==> src/rtl/axi_lite_read_slave.sv <==
// axi_lite_read_slave
//   AXI4-Lite read responder in front of a small bank of 32-bit registers.
//   The local side loads the registers through a simple write port. The AR
//   channel accepts one address per transaction. The R channel returns the
//   decoded word READ_LATENCY cycles after the address handshake.
//
// Ports
//   ACLK, ARESET                     clock, synchronous active-high reset
//   ARVALID/ARREADY/ARADDR/ARPROT    read address channel (ARREADY registered)
//   RVALID/RREADY/RDATA/RRESP        read data channel (outputs registered)
//   reg_we/reg_idx/reg_wdata         local register write port
//
// state   | meaning
// --------+-----------------------------------------------------------
// IDLE    | ARREADY high, waiting for an address handshake
// WAIT    | address captured, counting down the remaining latency
// RESP    | RVALID high, RDATA/RRESP held until RREADY
module axi_lite_read_slave #(
   parameter int                    ADDR_WIDTH   = 32,
   parameter int                    DATA_WIDTH   = 32,
   parameter int                    NUM_REGS     = 8,
   parameter logic [ADDR_WIDTH-1:0] BASE_ADDR    = '0,
   parameter int                    READ_LATENCY = 1,
   parameter int                    SECURE_ONLY  = 0
) (
   input  logic                        ACLK,
   input  logic                        ARESET,
   input  logic                        ARVALID,
   output logic                        ARREADY,
   input  logic [ADDR_WIDTH-1:0]       ARADDR,
   input  logic [2:0]                  ARPROT,
   output logic                        RVALID,
   input  logic                        RREADY,
   output logic [DATA_WIDTH-1:0]       RDATA,
   output logic [1:0]                  RRESP,
   input  logic                        reg_we,
   input  logic [$clog2(NUM_REGS)-1:0] reg_idx,
   input  logic [DATA_WIDTH-1:0]       reg_wdata
);

   localparam int IDX_W = $clog2(NUM_REGS);
   localparam int CNT_W = $clog2(READ_LATENCY + 1);

   localparam logic [1:0] RESP_OKAY   = 2'b00;
   localparam logic [1:0] RESP_SLVERR = 2'b10;

   typedef enum logic [1:0] {
      ST_IDLE,
      ST_WAIT,
      ST_RESP
   } state_t;

   state_t                  state_q, state_d;
   logic [CNT_W-1:0]        cnt_q, cnt_d;
   logic [ADDR_WIDTH-1:0]   addr_q, addr_d;
   logic                    nsec_q, nsec_d;
   logic                    arready_q, arready_d;
   logic                    rvalid_q, rvalid_d;
   logic [DATA_WIDTH-1:0]   rdata_q, rdata_d;
   logic [1:0]              rresp_q, rresp_d;
   logic [DATA_WIDTH-1:0]   regs_q [NUM_REGS];

   // Only the non-secure bit of ARPROT affects the response.
   logic unused_prot;
   assign unused_prot = ^{ARPROT[2], ARPROT[0]};

   // With a latency of 1 the response is formed at the handshake edge itself,
   // so decode straight from the bus; otherwise decode the captured address.
   logic [ADDR_WIDTH-1:0]   dec_addr;
   logic                    dec_nsec;
   logic [ADDR_WIDTH-1:0]   dec_off;
   logic [IDX_W-1:0]        dec_idx;
   logic                    dec_err;
   logic [DATA_WIDTH-1:0]   dec_data;
   logic [1:0]              dec_resp;

   always_comb begin
      dec_addr = (state_q == ST_IDLE) ? ARADDR : addr_q;
      dec_nsec = (state_q == ST_IDLE) ? ARPROT[1] : nsec_q;
      dec_off  = dec_addr - BASE_ADDR;
      dec_idx  = dec_off[IDX_W+1:2];
      // The below-base test guards against the subtraction wrapping into range.
      dec_err  = (dec_addr < BASE_ADDR)
              || (dec_off >= ADDR_WIDTH'(NUM_REGS * 4))
              || (dec_addr[1:0] != 2'b00)
              || ((SECURE_ONLY != 0) && dec_nsec);
      dec_data = dec_err ? '0 : regs_q[dec_idx];
      dec_resp = dec_err ? RESP_SLVERR : RESP_OKAY;
   end

   always_comb begin
      state_d   = state_q;
      cnt_d     = cnt_q;
      addr_d    = addr_q;
      nsec_d    = nsec_q;
      arready_d = arready_q;
      rvalid_d  = rvalid_q;
      rdata_d   = rdata_q;
      rresp_d   = rresp_q;
      case (state_q)
         ST_IDLE: begin
            arready_d = 1'b1;
            if (ARVALID && arready_q) begin
               arready_d = 1'b0;
               addr_d    = ARADDR;
               nsec_d    = ARPROT[1];
               if (READ_LATENCY == 1) begin
                  state_d  = ST_RESP;
                  rvalid_d = 1'b1;
                  rdata_d  = dec_data;
                  rresp_d  = dec_resp;
               end else begin
                  state_d = ST_WAIT;
                  cnt_d   = CNT_W'(READ_LATENCY - 1);
               end
            end
         end
         ST_WAIT: begin
            if (cnt_q == CNT_W'(1)) begin
               cnt_d    = '0;
               state_d  = ST_RESP;
               rvalid_d = 1'b1;
               rdata_d  = dec_data;
               rresp_d  = dec_resp;
            end else begin
               cnt_d = cnt_q - CNT_W'(1);
            end
         end
         ST_RESP: begin
            if (RREADY) begin
               state_d   = ST_IDLE;
               rvalid_d  = 1'b0;
               arready_d = 1'b1;
            end
         end
         default: begin
            state_d = ST_IDLE;
         end
      endcase
   end

   always_ff @(posedge ACLK) begin
      if (ARESET) begin
         state_q   <= ST_IDLE;
         cnt_q     <= '0;
         addr_q    <= '0;
         nsec_q    <= 1'b0;
         arready_q <= 1'b0;
         rvalid_q  <= 1'b0;
         rdata_q   <= '0;
         rresp_q   <= RESP_OKAY;
      end else begin
         state_q   <= state_d;
         cnt_q     <= cnt_d;
         addr_q    <= addr_d;
         nsec_q    <= nsec_d;
         arready_q <= arready_d;
         rvalid_q  <= rvalid_d;
         rdata_q   <= rdata_d;
         rresp_q   <= rresp_d;
      end
   end

   always_ff @(posedge ACLK) begin
      if (ARESET) begin
         for (int i = 0; i < NUM_REGS; i++) begin
            regs_q[i] <= '0;
         end
      end else if (reg_we) begin
         regs_q[reg_idx] <= reg_wdata;
      end
   end

   assign ARREADY = arready_q;
   assign RVALID  = rvalid_q;
   assign RDATA   = rdata_q;
   assign RRESP   = rresp_q;

endmodule
==> config.mk <==
export PLATFORM = sky130hd
export DESIGN_NAME = axi_lite_read_slave
export DESIGN_NICKNAME = d
export VERILOG_FILES = /design/src/rtl/axi_lite_read_slave.sv
export SDC_FILE = /design/constraint.sdc
export NUM_CORES = 1
export LEC_CHECK = 0
export BUFFER_PORTS_ARGS = -buffer_cell sky130_fd_sc_hd__buf_4
export CAP_MARGIN = 20
export CORE_AREA = 2 2 189 154
export DETAILED_ROUTE_END_ITERATION = 6
export DIE_AREA = 0 0 191 156
export PLACE_DENSITY = 0.68
export SETUP_SLACK_MARGIN = 0.4
export SKIP_CTS_REPAIR_TIMING = 1
export SLEW_MARGIN = 20
export SYNTH_ARGS = -nofsm -noshare
export SYNTH_HDL_FRONTEND = slang
export SYNTH_SLANG_ARGS = --single-unit
==> constraint.sdc <==
create_clock -name ACLK -period 4.2 [get_ports ACLK]
set_input_delay 1.26 -clock ACLK [delete_from_list [all_inputs] [get_ports ACLK]]
set_output_delay 1.26 -clock ACLK [all_outputs]
set_load 0.05 [all_outputs]
==> metrics.md <==
| Metric | Value |
|---|---|
| Slowest stage cell, crit path | `dfxtp_1` |
| Critical path depth | `1` |
| Hold Path Class | `reg2reg` |
| Largest area contributor in the netlist | `edfxtp_1` |
| DR pass1 iterations | `5` |
| Initial antenna violation count | `0` |
| Final period util | `0.714` |
| Fin Clk Skew | `approximately 0.015 ns` |
| Worst Path Required | `2.94 ns` |
| Routability cong. | `between 0.8 and 0.9` |
| Clock Latency Late Sink | `about 0.5 ns` |
| CP arrival | `1.74 ns` |
| RR Startpoint | `RVALID$_SDFFE_PP0P_` |
| Num CTS Buffers | `34` |
| Pleak | `~6.1 nW` |
| CP Class | `reg2out` |
| Synth top area share | `0.559` |
| FF-to-FF path depth | `5` |
| Reg clk slew, reported paths | `0.06 ns` |
| Yosys cell types | `35` |
| Final wirelength | `approximately 34000 µm` |
| Max IR drop VDD | `between 0.2 and 0.25 mV` |
| Reg2Reg Setup Slack | `1.36 ns` |
| Fin util | `0.577` |
| CP Buf/Inv Count | `1` |
| Via count | `9440` |
| H-tree depth | `2` |
| Commonest non-fill, non-tap cells in the layout | `nand2_1, and2_1, edfxtp_1, buf_4, nand3_1` |
| Clock share of power | `0.408` |
| Post-Syn Area | `roughly 14000 µm²` |
| Worst Path Max Fanout | `22` |
| Synth Net Count | `~1400` |
| Vias in the first global route | `9023` |
| Total gr overflow | `0` |
| Clock Path Buffers | `3` |
| Largest delay share family, worst path | `flip-flops` |
| Place WS | `just over 0.8 ns` |
| Worst Setup Start Kind | `flip-flop` |
| Synthesized flop and latch total | `about 320` |
| Crit path capture | `RVALID` |
| Cell Int Power | `5.44 mW` |
| Core box area | `27900 µm²` |
| Die Area | `29800 µm²` |
| Chip Height | `156 µm` |
| Area Overhead vs Synth | `17.1%` |
| Synth Instances | `approximately 1300` |
| GRT Overall Usage | `0.230` |
| Max-slew headroom | `0.352` |
| Syn_area_per_cell | `~11 µm²` |
| DRT iter0 DRCs | `667` |
| RR Endpoint | `RDATA[14]$_SDFFE_PP0P_` |
| Critical path startpoint | `RVALID$_SDFFE_PP0P_` |
| Port Buffers | `about 110` |
| Slew Limit Fails | `0` |
| Antenna cells | `0` |
| Pin count of the biggest net entering global routing | `66` |
| Achievable frequency | `333 MHz` |
| Sink Count | `315` |
| Layout cells sized above 1 | `0.172` |
| DPL Wire Length | `between 15000 and 20000 µm` |
| Detail Route Antenna Nets | `0` |
| DR WL/cell | `19.1 µm` |
| Switching Share | `0.230` |
| Logic pwr share | `0.083` |
| Top-level port count | `about 110` |
| Final WS setup | `~1.2 ns` |
| Fin crit period | `3.00 ns` |
| Setup_tns | `0 ns` |
| PwrDens | `~440 nW/µm²` |
| Initial Utilization | `0.493` |
| Synth warn | `0` |
| CTS tree | `built` |
| DRC viols | `0` |
| Status | `finished, final reports clean` |
| Post-synthesis sequential area ratio | `0.645` |
| Rows | `55` |
| Fin nets | `around 1400` |
| Die X | `191 µm` |
| Root cell of the clock tree | `clkbuf_16` |
| Synth top area cells | `edfxtp_1, and2_1, nand2_1` |
| Seq pwr share | `0.509` |
| Final hold viol count | `0` |
| Global-route wire length before repair | `approximately 52000 µm` |
| Worst setup EP type | `primary output` |
| Crit path cell chain | `buf_4` |
| Commonest non-fill, non-tap cell in the layout | `nand2_1` |
| NetSw | `around 1.6 mW` |
| Avg Vias per Cell | `5.37` |
| Number of max-cap violations | `0` |
| RSZ-0062 raised after global routing | `no` |
| Setup violators final | `0` |
| Worst-Margin Slew | `slightly below 1 ns` |
| CP max stage delay | `0.90 ns` |
worst min-delay path, delay by kind of cell, from the launching register on:
kind            cells  cell delay, ns
compound gates      1            0.05
flops               1            0.30
simple gates        1            0.05
how the worst min path moves through the flow:
stage | from | endpoint | slack [ns] | cells after the start
floorplan | addr_q[17]$_SDFFE_PP0P_ | addr_q[17]$_SDFFE_PP0P_ | 0.43 | 2
global placement | RDATA[27]$_SDFFE_PP0P_ | RDATA[27]$_SDFFE_PP0P_ | 0.44 | 2
detailed placement | RDATA[0]$_SDFFE_PP0P_ | RDATA[0]$_SDFFE_PP0P_ | 0.45 | 2
CTS | addr_q[25]$_SDFFE_PP0P_ | addr_q[25]$_SDFFE_PP0P_ | 0.46 | 2
global route | addr_q[25]$_SDFFE_PP0P_ | addr_q[25]$_SDFFE_PP0P_ | 0.48 | 2
finish | addr_q[19]$_SDFFE_PP0P_ | addr_q[19]$_SDFFE_PP0P_ | 0.45 | 2
routing by layer:
metal | part of all wire | track usage | vias to the layer above
li1 | - | - | 4547
met3 | 0.074 | 0.0369 | 50
met5 | 0 | 0 | -
met1 | 0.45 | 0.324 | 4523
met4 | 0.018 | 0.0605 | 0
met2 | 0.46 | 0.372 | 320
state kept, by name (all words and copies together), names as in the netlist:
name	flops
ARREADY	1
addr_q	24
RDATA	32
regs_q	256
RRESP	1
RVALID	1
synthesized netlist by cell type:
cell type and number:
a21o_1 1, edfxtp_1 256, nor2_1 11, or2_2 8, dfxtp_1 59, o21a_1 1
conb_1 1, nand2b_1 5, buf_6 4, o22ai_2 1, o21ai_1 3, or4b_1 3
o21ai_2 30, or4_1 3, or3b_2 1, buf_1 2, o21ai_0 2, mux2i_1 1
nand4_1 32, nor4_1 7, and3b_1 1, buf_4 1, nand3b_1 4, nor3_1 4
a21oi_1 25, nand2_1 339, o22ai_1 1, o22a_1 1, and2_1 256, clkbuf_1 78
nand3_1 130, mux2_2 1, or4b_4 1, and4b_1 1, a31oi_1 1
per-stage QoR:
stage          cells  hold slack [ns]  instance area [µm²]  total power [mW]
3_3_place_gp    1698            0.437                15000              4.23
5_1_grt         1759            0.478                16100              7.30
6_report        1759            0.451                16100              7.06
4_1_cts         1759            0.455                16100              7.11
2_1_floorplan   1275            0.431                13700              3.98
3_5_place_dp    1698            0.445                15000              4.25
power by group through the flow:
stage	registers, mW	clock network [mW]	logic [mW]
2_1_floorplan	3.65	0	0.328
3_3_place_gp	3.65	0	0.579
3_5_place_dp	3.66	0	0.588
4_1_cts	3.59	2.93	0.590
5_1_grt	3.61	3.05	0.646
6_report	3.59	2.88	0.585
cells by family after synthesis:
logic type	count (synthesis)	share of synthesized area
AO/OA/AOI/OAI	66	0.0336
multiplexers	2	0.00155
buffers and inverters	85	0.0257
other	1	0.000273
flip-flops	315	0.645
AND/OR/NAND/NOR	806	0.294
final cells by class:
cell class,count,area [µm²]
Timing Repair Buffer,138,1100
Clock buffer,47,951
Clock inverter,14,124
Tap cell,370,463
Sequential cell,315,8870
Multi-Input combinational cell,875,4580
Fill cell,2301,11800
Power figures use the tool's default switching activity.
